`config.mk`:
```
export PLATFORM = sky130hd
export DESIGN_NAME = mii_rx_stream_bridge
export DESIGN_NICKNAME = d
export VERILOG_FILES = /design/src/rtl/mii_rx_pkg.sv /design/src/rtl/mii_rx_fifo.sv /design/src/rtl/mii_rx_stream_bridge.sv
export SDC_FILE = /design/constraint.sdc
export NUM_CORES = 1
export LEC_CHECK = 0
export ABC_AREA = 1
export CAP_MARGIN = 20
export CORE_MARGIN = 1.5
export CORE_UTILIZATION = 30
export DETAILED_ROUTE_END_ITERATION = 10
export GPL_TIMING_DRIVEN = 0
export PLACE_DENSITY = 0.4
export SLEW_MARGIN = 0
export SYNTH_ARGS = -nofsm -noshare
export SYNTH_HDL_FRONTEND = slang
export SYNTH_HIERARCHICAL = 1
export SYNTH_SLANG_ARGS = --single-unit
```
`constraint.sdc`:
```
create_clock -name clk_clk -period 15.1 [get_ports clk_clk]
set_input_delay 3.02 -clock clk_clk [delete_from_list [all_inputs] [get_ports clk_clk]]
set_output_delay 3.02 -clock clk_clk [all_outputs]
set_load 0.05 [all_outputs]
```
`src/rtl/mii_rx_pkg.sv`:
```
`default_nettype none
// ============================================================================
// Module      : mii_rx_pkg
// Description : Shared definitions for the MII/RMII receive stream bridge:
//               FSM state encodings, SFD value, CRC-32 constants, the FIFO
//               entry width and the CRC helper functions.
// Revision    : 1.0 - initial release
// ============================================================================
package mii_rx_pkg;

    // Receive FSM state encoding
    localparam int                   C_STATE_W   = 3;
    localparam logic [C_STATE_W-1:0] C_ST_IDLE     = 3'd0;
    localparam logic [C_STATE_W-1:0] C_ST_PREAMBLE = 3'd1;
    localparam logic [C_STATE_W-1:0] C_ST_DATA     = 3'd2;
    localparam logic [C_STATE_W-1:0] C_ST_DROP     = 3'd3;
    localparam logic [C_STATE_W-1:0] C_ST_TAIL     = 3'd4;

    // Start-of-frame delimiter as it appears in the LSB-first shift register
    localparam logic [7:0]  C_SFD         = 8'hD5;

    // IEEE 802.3 CRC-32, reflected polynomial and the good-frame residue
    // (residue expressed in the non-reflected bit order)
    localparam logic [31:0] C_CRC_POLY    = 32'hEDB88320;
    localparam logic [31:0] C_CRC_RESIDUE = 32'hC704DD7B;

    // FIFO entry: {err, last, data[7:0]}
    localparam int          C_ENTRY_W     = 10;

    // One byte of reflected CRC-32, data consumed LSB first
    function automatic logic [31:0] crc32_byte(input logic [31:0] crc,
                                               input logic [7:0]  data);
        logic [31:0] c;
        c = crc;
        for (int i = 0; i < 8; i++) begin
            if (c[0] ^ data[i]) c = (c >> 1) ^ C_CRC_POLY;
            else                c = c >> 1;
        end
        return c;
    endfunction

    // Reverse bit order so the reflected register can be compared with the
    // residue constant
    function automatic logic [31:0] bit_reverse32(input logic [31:0] v);
        logic [31:0] r;
        for (int i = 0; i < 32; i++) r[i] = v[31-i];
        return r;
    endfunction

endpackage
`default_nettype wire

```
`src/rtl/mii_rx_fifo.sv`:
```
`default_nettype none
// ============================================================================
// Module      : mii_rx_fifo
// Description : Synchronous first-word-fall-through FIFO. The head entry is
//               always presented on o_rdata while o_empty is low. A push into
//               a full FIFO is accepted only when a pop happens in the same
//               cycle.
// Ports       : clk      - clock
//               rst      - synchronous active-high reset (empties the FIFO)
//               i_push   - write request, i_wdata - write entry
//               i_pop    - read request (ignored when empty)
//               o_rdata  - head entry, o_full / o_empty - status
// Revision    : 1.0 - initial release
// ============================================================================
module mii_rx_fifo #(
    parameter int DEPTH = 64,
    parameter int WIDTH = 10
) (
    input  logic             clk,
    input  logic             rst,
    input  logic             i_push,
    input  logic [WIDTH-1:0] i_wdata,
    input  logic             i_pop,
    output logic [WIDTH-1:0] o_rdata,
    output logic             o_full,
    output logic             o_empty
);

    localparam int C_AW = $clog2(DEPTH);

    logic [WIDTH-1:0] r_mem [DEPTH];
    logic [C_AW:0]    r_wr_ptr;
    logic [C_AW:0]    r_rd_ptr;
    logic             w_do_pop;
    logic             w_do_push;

    assign o_empty   = (r_wr_ptr == r_rd_ptr);
    assign o_full    = (r_wr_ptr[C_AW] != r_rd_ptr[C_AW]) &&
                       (r_wr_ptr[C_AW-1:0] == r_rd_ptr[C_AW-1:0]);
    assign w_do_pop  = i_pop && !o_empty;
    assign w_do_push = i_push && (!o_full || w_do_pop);
    assign o_rdata   = r_mem[r_rd_ptr[C_AW-1:0]];

    always_ff @(posedge clk) begin
        if (w_do_push) r_mem[r_wr_ptr[C_AW-1:0]] <= i_wdata;
    end

    always_ff @(posedge clk) begin
        if (rst) begin
            r_wr_ptr <= '0;
            r_rd_ptr <= '0;
        end else begin
            if (w_do_push) r_wr_ptr <= r_wr_ptr + 1'b1;
            if (w_do_pop)  r_rd_ptr <= r_rd_ptr + 1'b1;
        end
    end

endmodule
`default_nettype wire

```
`src/rtl/mii_rx_stream_bridge.sv`:
```
`default_nettype none
// ============================================================================
// Module      : mii_rx_stream_bridge
// Description : MII (4-bit) / RMII (2-bit) receive front end. Strips the
//               preamble and SFD, assembles LSB-first bytes, applies length
//               and error checks, buffers frames in a FWFT FIFO and presents
//               them as a ready/valid byte stream with last/err tags.
// Ports       : clk_clk          - block clock
//               reset_reset_n    - synchronous active-low reset
//               rx_sym_en        - symbol strobe; rx_d/rx_dv/rx_err valid
//               rx_d, rx_dv, rx_err - receive symbol, data valid, PHY error
//               out_data/out_valid/out_ready/out_last/out_err - byte stream
//               frames_ok, frames_err - saturating frame counters
//               overflow_sticky  - a frame was truncated by a full FIFO
// Options     : MII_RX_FCS_CHECK_EN - build the CRC-32 FCS checker
// Revision    : 1.0 - initial release
// ============================================================================
module mii_rx_stream_bridge
    import mii_rx_pkg::*;
#(
    parameter int SYM_W      = 4,
    parameter int FIFO_DEPTH = 64,
    parameter int MIN_FRAME  = 64,
    parameter int MAX_FRAME  = 1518,
    parameter int CNT_W      = 16
) (
    input  logic             clk_clk,
    input  logic             reset_reset_n,
    input  logic             rx_sym_en,
    input  logic [SYM_W-1:0] rx_d,
    input  logic             rx_dv,
    input  logic             rx_err,
    output logic [7:0]       out_data,
    output logic             out_valid,
    input  logic             out_ready,
    output logic             out_last,
    output logic             out_err,
    output logic [CNT_W-1:0] frames_ok,
    output logic [CNT_W-1:0] frames_err,
    output logic             overflow_sticky
);

    localparam int                C_SYMS    = 8 / SYM_W;
    localparam int                C_PH_W    = (C_SYMS > 1) ? $clog2(C_SYMS) : 1;
    localparam int                C_LEN_W   = $clog2(MAX_FRAME + 2);
    localparam logic [C_PH_W-1:0] C_PH_LAST = C_PH_W'(C_SYMS - 1);
    localparam logic [C_LEN_W-1:0] C_LEN_MAX = C_LEN_W'(MAX_FRAME);
    localparam logic [C_LEN_W-1:0] C_LEN_MIN = C_LEN_W'(MIN_FRAME);

    // Registered state
    logic [C_STATE_W-1:0] r_state;
    logic [7:0]           r_shift;
    logic [C_PH_W-1:0]    r_phase;
    logic [C_LEN_W-1:0]   r_len;
    logic [7:0]           r_stage_data;
    logic                 r_stage_valid;
    logic                 r_err_flag;
    logic                 r_tail_stage;     // tail carries the staged byte (MAX cut)
    logic                 r_overflow;
    logic [CNT_W-1:0]     r_frames_ok;
    logic [CNT_W-1:0]     r_frames_err;

    // Combinational decode
    logic                 w_rst;
    logic [7:0]           w_shift_next;
    logic                 w_byte_done;
    logic                 w_pop;
    logic                 w_room;
    logic                 w_fcs_bad;
    logic                 w_end_err;
    logic                 w_push;
    logic [C_ENTRY_W-1:0] w_push_entry;
    logic                 w_sfd_hit;
    logic                 w_byte_store;
    logic                 w_cut;
    logic                 w_overflow;
    logic                 w_frame_end;
    logic                 w_tail_write;

    // FIFO interface
    logic [C_ENTRY_W-1:0] w_fifo_rdata;
    logic                 w_fifo_full;
    logic                 w_fifo_empty;

    assign w_rst        = !reset_reset_n;
    assign w_shift_next = {rx_d, r_shift[7:SYM_W]};
    assign w_byte_done  = (r_phase == C_PH_LAST);
    assign w_pop        = !w_fifo_empty && out_ready;
    // A pop in the same cycle frees the slot a push needs
    assign w_room       = !w_fifo_full || w_pop;
    assign w_end_err    = r_err_flag || (r_phase != '0) || (r_len < C_LEN_MIN) || w_fcs_bad;

`ifdef MII_RX_FCS_CHECK_EN
    logic [31:0] r_crc;

    always_ff @(posedge clk_clk) begin
        if (!reset_reset_n) begin
            r_crc <= '1;
        end else if (w_sfd_hit) begin
            r_crc <= '1;
        end else if (w_byte_store) begin
            r_crc <= crc32_byte(r_crc, w_shift_next);
        end
    end

    // Staged byte is already folded in, so the residue covers data + FCS
    assign w_fcs_bad = (bit_reverse32(r_crc) != C_CRC_RESIDUE);
`else
    assign w_fcs_bad = 1'b0;
`endif

    // Push decisions and events shared by the FSM and the CRC
    always_comb begin
        w_push       = 1'b0;
        w_push_entry = '0;
        w_sfd_hit    = 1'b0;
        w_byte_store = 1'b0;
        w_cut        = 1'b0;
        w_overflow   = 1'b0;
        w_frame_end  = 1'b0;
        w_tail_write = 1'b0;
        case (r_state)
            C_ST_PREAMBLE: begin
                w_sfd_hit = rx_sym_en && rx_dv && (w_shift_next == C_SFD);
            end
            C_ST_DATA: begin
                if (rx_sym_en) begin
                    if (rx_dv) begin
                        if (w_byte_done) begin
                            if (r_len == C_LEN_MAX) begin
                                // This byte would exceed MAX_FRAME: keep the
                                // staged byte for the tail entry
                                w_cut = 1'b1;
                            end else begin
                                w_push       = r_stage_valid;
                                w_push_entry = {2'b00, r_stage_data};
                                if (r_stage_valid && !w_room) w_overflow   = 1'b1;
                                else                          w_byte_store = 1'b1;
                            end
                        end
                    end else if (r_stage_valid) begin
                        w_push       = 1'b1;
                        w_push_entry = {w_end_err, 1'b1, r_stage_data};
                        if (w_room) w_frame_end = 1'b1;
                        else        w_overflow  = 1'b1;
                    end
                end
            end
            C_ST_TAIL: begin
                // Independent of rx_sym_en: flush as soon as space exists
                if (w_room) begin
                    w_push       = 1'b1;
                    w_tail_write = 1'b1;
                    w_push_entry = r_tail_stage ? {2'b11, r_stage_data} : {2'b11, 8'h00};
                end
            end
            default: ;
        endcase
    end

    always_ff @(posedge clk_clk) begin
        if (!reset_reset_n) begin
            r_state       <= C_ST_IDLE;
            r_shift       <= '0;
            r_phase       <= '0;
            r_len         <= '0;
            r_stage_data  <= '0;
            r_stage_valid <= 1'b0;
            r_err_flag    <= 1'b0;
            r_tail_stage  <= 1'b0;
            r_overflow    <= 1'b0;
            r_frames_ok   <= '0;
            r_frames_err  <= '0;
        end else begin
            case (r_state)
                C_ST_IDLE: begin
                    if (rx_sym_en && rx_dv) begin
                        r_shift <= {rx_d, {(8-SYM_W){1'b0}}};
                        r_state <= C_ST_PREAMBLE;
                    end
                end
                C_ST_PREAMBLE: begin
                    if (rx_sym_en) begin
                        if (!rx_dv) begin
                            r_state <= C_ST_IDLE;
                        end else begin
                            r_shift <= w_shift_next;
                            if (w_sfd_hit) begin
                                r_phase       <= '0;
                                r_len         <= '0;
                                r_stage_valid <= 1'b0;
                                r_err_flag    <= 1'b0;
                                r_tail_stage  <= 1'b0;
                                r_state       <= C_ST_DATA;
                            end
                        end
                    end
                end
                C_ST_DATA: begin
                    if (rx_sym_en) begin
                        if (rx_dv) begin
                            r_shift <= w_shift_next;
                            r_phase <= w_byte_done ? '0 : r_phase + 1'b1;
                            if (rx_err) r_err_flag <= 1'b1;
                            if (w_cut) begin
                                r_err_flag   <= 1'b1;
                                r_tail_stage <= 1'b1;
                                r_state      <= C_ST_DROP;
                            end else if (w_overflow) begin
                                r_overflow   <= 1'b1;
                                r_tail_stage <= 1'b0;
                                r_state      <= C_ST_DROP;
                            end else if (w_byte_store) begin
                                r_stage_data  <= w_shift_next;
                                r_stage_valid <= 1'b1;
                                r_len         <= r_len + 1'b1;
                            end
                        end else if (w_overflow) begin
                            r_overflow   <= 1'b1;
                            r_tail_stage <= 1'b0;
                            r_state      <= C_ST_DROP;
                        end else begin
                            // Normal end of frame, or zero-length frame
                            if (w_frame_end && !w_end_err) begin
                                if (~&r_frames_ok) r_frames_ok <= r_frames_ok + 1'b1;
                            end else begin
                                if (~&r_frames_err) r_frames_err <= r_frames_err + 1'b1;
                            end
                            r_stage_valid <= 1'b0;
                            r_state       <= C_ST_IDLE;
                        end
                    end
                end
                C_ST_DROP: begin
                    if (rx_sym_en && !rx_dv) r_state <= C_ST_TAIL;
                end
                C_ST_TAIL: begin
                    if (w_tail_write) begin
                        if (~&r_frames_err) r_frames_err <= r_frames_err + 1'b1;
                        r_stage_valid <= 1'b0;
                        r_tail_stage  <= 1'b0;
                        r_state       <= C_ST_IDLE;
                    end
                end
                default: r_state <= C_ST_IDLE;
            endcase
        end
    end

    mii_rx_fifo #(
        .DEPTH (FIFO_DEPTH),
        .WIDTH (C_ENTRY_W)
    ) u_fifo (
        .clk     (clk_clk),
        .rst     (w_rst),
        .i_push  (w_push),
        .i_wdata (w_push_entry),
        .i_pop   (w_pop),
        .o_rdata (w_fifo_rdata),
        .o_full  (w_fifo_full),
        .o_empty (w_fifo_empty)
    );

    // Outputs are forced to zero while nothing is valid
    assign out_valid       = !w_fifo_empty;
    assign out_data        = w_fifo_empty ? 8'h00 : w_fifo_rdata[7:0];
    assign out_last        = !w_fifo_empty && w_fifo_rdata[8];
    assign out_err         = !w_fifo_empty && w_fifo_rdata[9];
    assign frames_ok       = r_frames_ok;
    assign frames_err      = r_frames_err;
    assign overflow_sticky = r_overflow;

endmodule
`default_nettype wire

```
==> results.toml <==
[outcome]
status = "completed"

[global_route]
grt_pass1_wl_mm = 148
antenna_found_initial = 3
grt_util_all_layers_pct = 19.2
grt_max_degree = 45
grt_pass1_vias = 21500
globalRoute.totalOverflow = 0

[detailed_routing]
routed_via_density = 4.86
vias = 22200
drt_pass1_iterations = 5
final_antenna_net_count = 0
wl_per_cell_um = 22.4
dr.first_iter.drc_count = 1880
totalWireLength_mm = 102
drc_errors = 0

[synthesis]
synthXorXnorAreaFrac_pct = 1.30
synth_area_per_cell_sq_um = 10.6
synth.distinct_cells = 42
synth_warnings = 6
synth-edff-count = 640
synth_top_family_by_area = "simple AND/OR/NAND/NOR gates"
syn_nets = 2955
synthSimpleGateAreaFrac_pct = 25.5
ys_ff_latch = 723
muxShareOfSynthArea_pct = 0
syn_inst = 2939
async_flop_share_pct = 0
synth_ff_type = "edfxtp_1"
netlist.area_leader.share_pct = 61.9
synth_area_sq_um = 31100
synth.largest_area_cell = "edfxtp_1"
synth_fa_ha_area_share_pct = 0.242
ys_seq_area_share_pct = 67.2
ys_top_cells_by_area = "edfxtp_1 (62%), nand2_1 (12%), nand3_1 (9.8%)"
synth_compound_area_share_pct = 1.90

[cts]
path_clk_slew_ns = 0.06
cts.path.max_buffers = 3
numClockSinks = 723
cts_hold_buf = 0
cts_tree = "yes"
numCtsBuffers = 84
htree_levels = 3
ctsResizeCount = 0
clock_latency_ns = 0.67
post_cts.repair.setup_buffers = 0
cts-root-buf = "clkbuf_16"

[timing]
rsz0062_at_grt = "no"
fmax_mhz = 133
final-setup-viol-count = 0
setup_tns_ns = 0
skew_ns = 0.0352
drv_slew = 0
maxSlewHeadroom_pct = 25.4
layout_setup_ws_ns = 7.57
finalCritPeriodShare_pct = 49.8
hold_viol = 0
holdWs_ns = 0.453
period_minus_slack_ns = 7.53
worst_pin_slew_ns = 1.11

[worst_setup_path]
r2r_cells = 15
critical_path_cell_count = 11
end_kind = "output port"
reg2reg_slack_ns = 10.82
rr_startpoint = "u_fifo/r_rd_ptr[6]"
startpoint_type = "flop"
required_ns = 12.08
crit_chain = "clkbuf_1 > clkbuf_1 > nand3_1 > nand2_1 > nand2_1 > nand3_1 > nand3_1 > nand2_1 > inv_1 > nor2_1 > clkdlybuf4s50_1"
critPathArrivalTime_ns = 4.51
r2r-end = "u_fifo/r_mem[28][5]"
path_class = "reg -> out"
critPathMaxFanout = 10
critPathTopFamily = "buffers and inverters"
crit_buf_inv = 4
max_stage_delay_ns = 0.91
crit_path_end = "out_data[6]"
worst_path_max_delay_cell = "clkdlybuf4s50_1"

[final_layout]
layout_common_cells = "nand2_1 (966), edfxtp_1 (640), nand3_1 (607)"
fin_cells = 4572
multi_input_area_sq_um = 9100
layout_commonest_cell = "nand2_1"
fin_util_pct = 36.3
final.fill_count = 10200
drive_gt1_share_pct = 11.8
area_delta_synth_final_pct = 19.3
register_area_sq_um = 20900
nets = 3150

[placement]
portBuffers = 53
place_congestion = 0.999
dp_cells = 4409
pre_cts_ws_ns = 8.19
place_hpwl_mm = 72.5

[floorplanning]
num_io_pins = 54
die_w_um = 325
die_area_sq_um = 105000
row_count = 117
core_sq_um = 102000
die_h_um = 325
start_util_pct = 30.4

[hold_path]
hold_path.startpoint = "overflow_sticky"
worst_hold_path_type = "reg -> reg"

[flow_run]
maxCapViolCount = 0

[pwr]
p_per_area_nw_per_um2 = 142
vdd_drop_max_uv = 145
leakagePower_uw = 0.0131
==> layer usage <==
metal  track usage [%]  up-vias  part of all wire (%)
met5                 0        -                     0
met4              5.35        0                   2.6
met3              3.16      140                   5.9
met2              30.0      673                    45
met1              27.4    10900                    47
li1                  -    10500                     -
==> synthesized netlist by cell type (20+ instances only) <==
master,count
inv_1,89
a21oi_1,48
nand3_1,607
nand2_2,22
a21oi_2,20
clkbuf_1,45
nor2_1,158
dfxtp_1,83
nand2_1,967
edfxtp_1,640
buf_2,92
o21ai_0,26
xor2_1,27
==> per-stage QoR <==
step	instance area, sq um	total power [uW]
floorplan	31100	2840
global placement	33300	3190
CTS	37000	5310
global route	37100	5470
finish	37100	5260
detailed placement	34100	3200
==> worst register-to-register path, cell delays in order (launching register included) <==
cell      delay [ns]
dfxtp_1         0.38
xor2_1          0.28
inv_1           0.14
nand3_4         0.14
inv_1           0.08
inv_1           0.07
nand2_1         0.13
nand2_1         0.20
nand2_1         0.17
o21ai_4         0.25
o21bai_1        0.19
buf_1           0.46
nand2_8         0.15
inv_12          0.19
nand2_8         0.18
nor2_1          0.86
==> final cells by class <==
| type | instances | area share, % |
|---|---|---|
| sequential | 723 | 56.3 |
| inverter | 99 | 1.05 |
| buffer | 161 | 2.17 |
| tap | 1368 | 4.62 |
| antenna | 1 | 0.00675 |
| multi-input combinational | 1956 | 24.5 |
| clock buffer | 108 | 6.08 |
| clock inverter | 47 | 1.59 |
| timing repair buffer | 109 | 3.60 |
==> cells by family after synthesis <==
family | count (synthesis)
AOI/OAI and AO/OA | 99
adders and majority gates | 6
buffers and inverters | 260
DFF | 723
and+or+nand+nor | 1805
xor gates and xnor gates | 46
==> worst min-delay path by stage <==
stage | endpoint | slack [ns] | depth (start not counted)
2_1_floorplan | r_stage_data[0] | 0.43 | 2
3_3_place_gp | r_stage_data[6] | 0.44 | 2
3_5_place_dp | overflow_sticky | 0.45 | 2
4_1_cts | overflow_sticky | 0.46 | 2
5_1_grt | overflow_sticky | 0.48 | 2
6_report | overflow_sticky | 0.45 | 2
==> power breakdown <==
group	switching, uW	total, uW	internal, uW
Combinational	697	944	248
Sequential	14.6	2210	2200
Clock	837	2100	1260
==> registers in the layout, summed over array words and instances (netlist names), named ones only <==
signal,count
u_fifo/r_mem,640
frames_err,16
frames_ok,16
r_len,11
r_stage_data,8
u_fifo/r_rd_ptr,7
u_fifo/r_wr_ptr,7
r_shift,4
r_state,3
overflow_sticky,1
r_err_flag,1
r_phase,1
r_stage_valid,1
r_tail_stage,1
No activity file was read; power rests on OpenSTA's default activity.
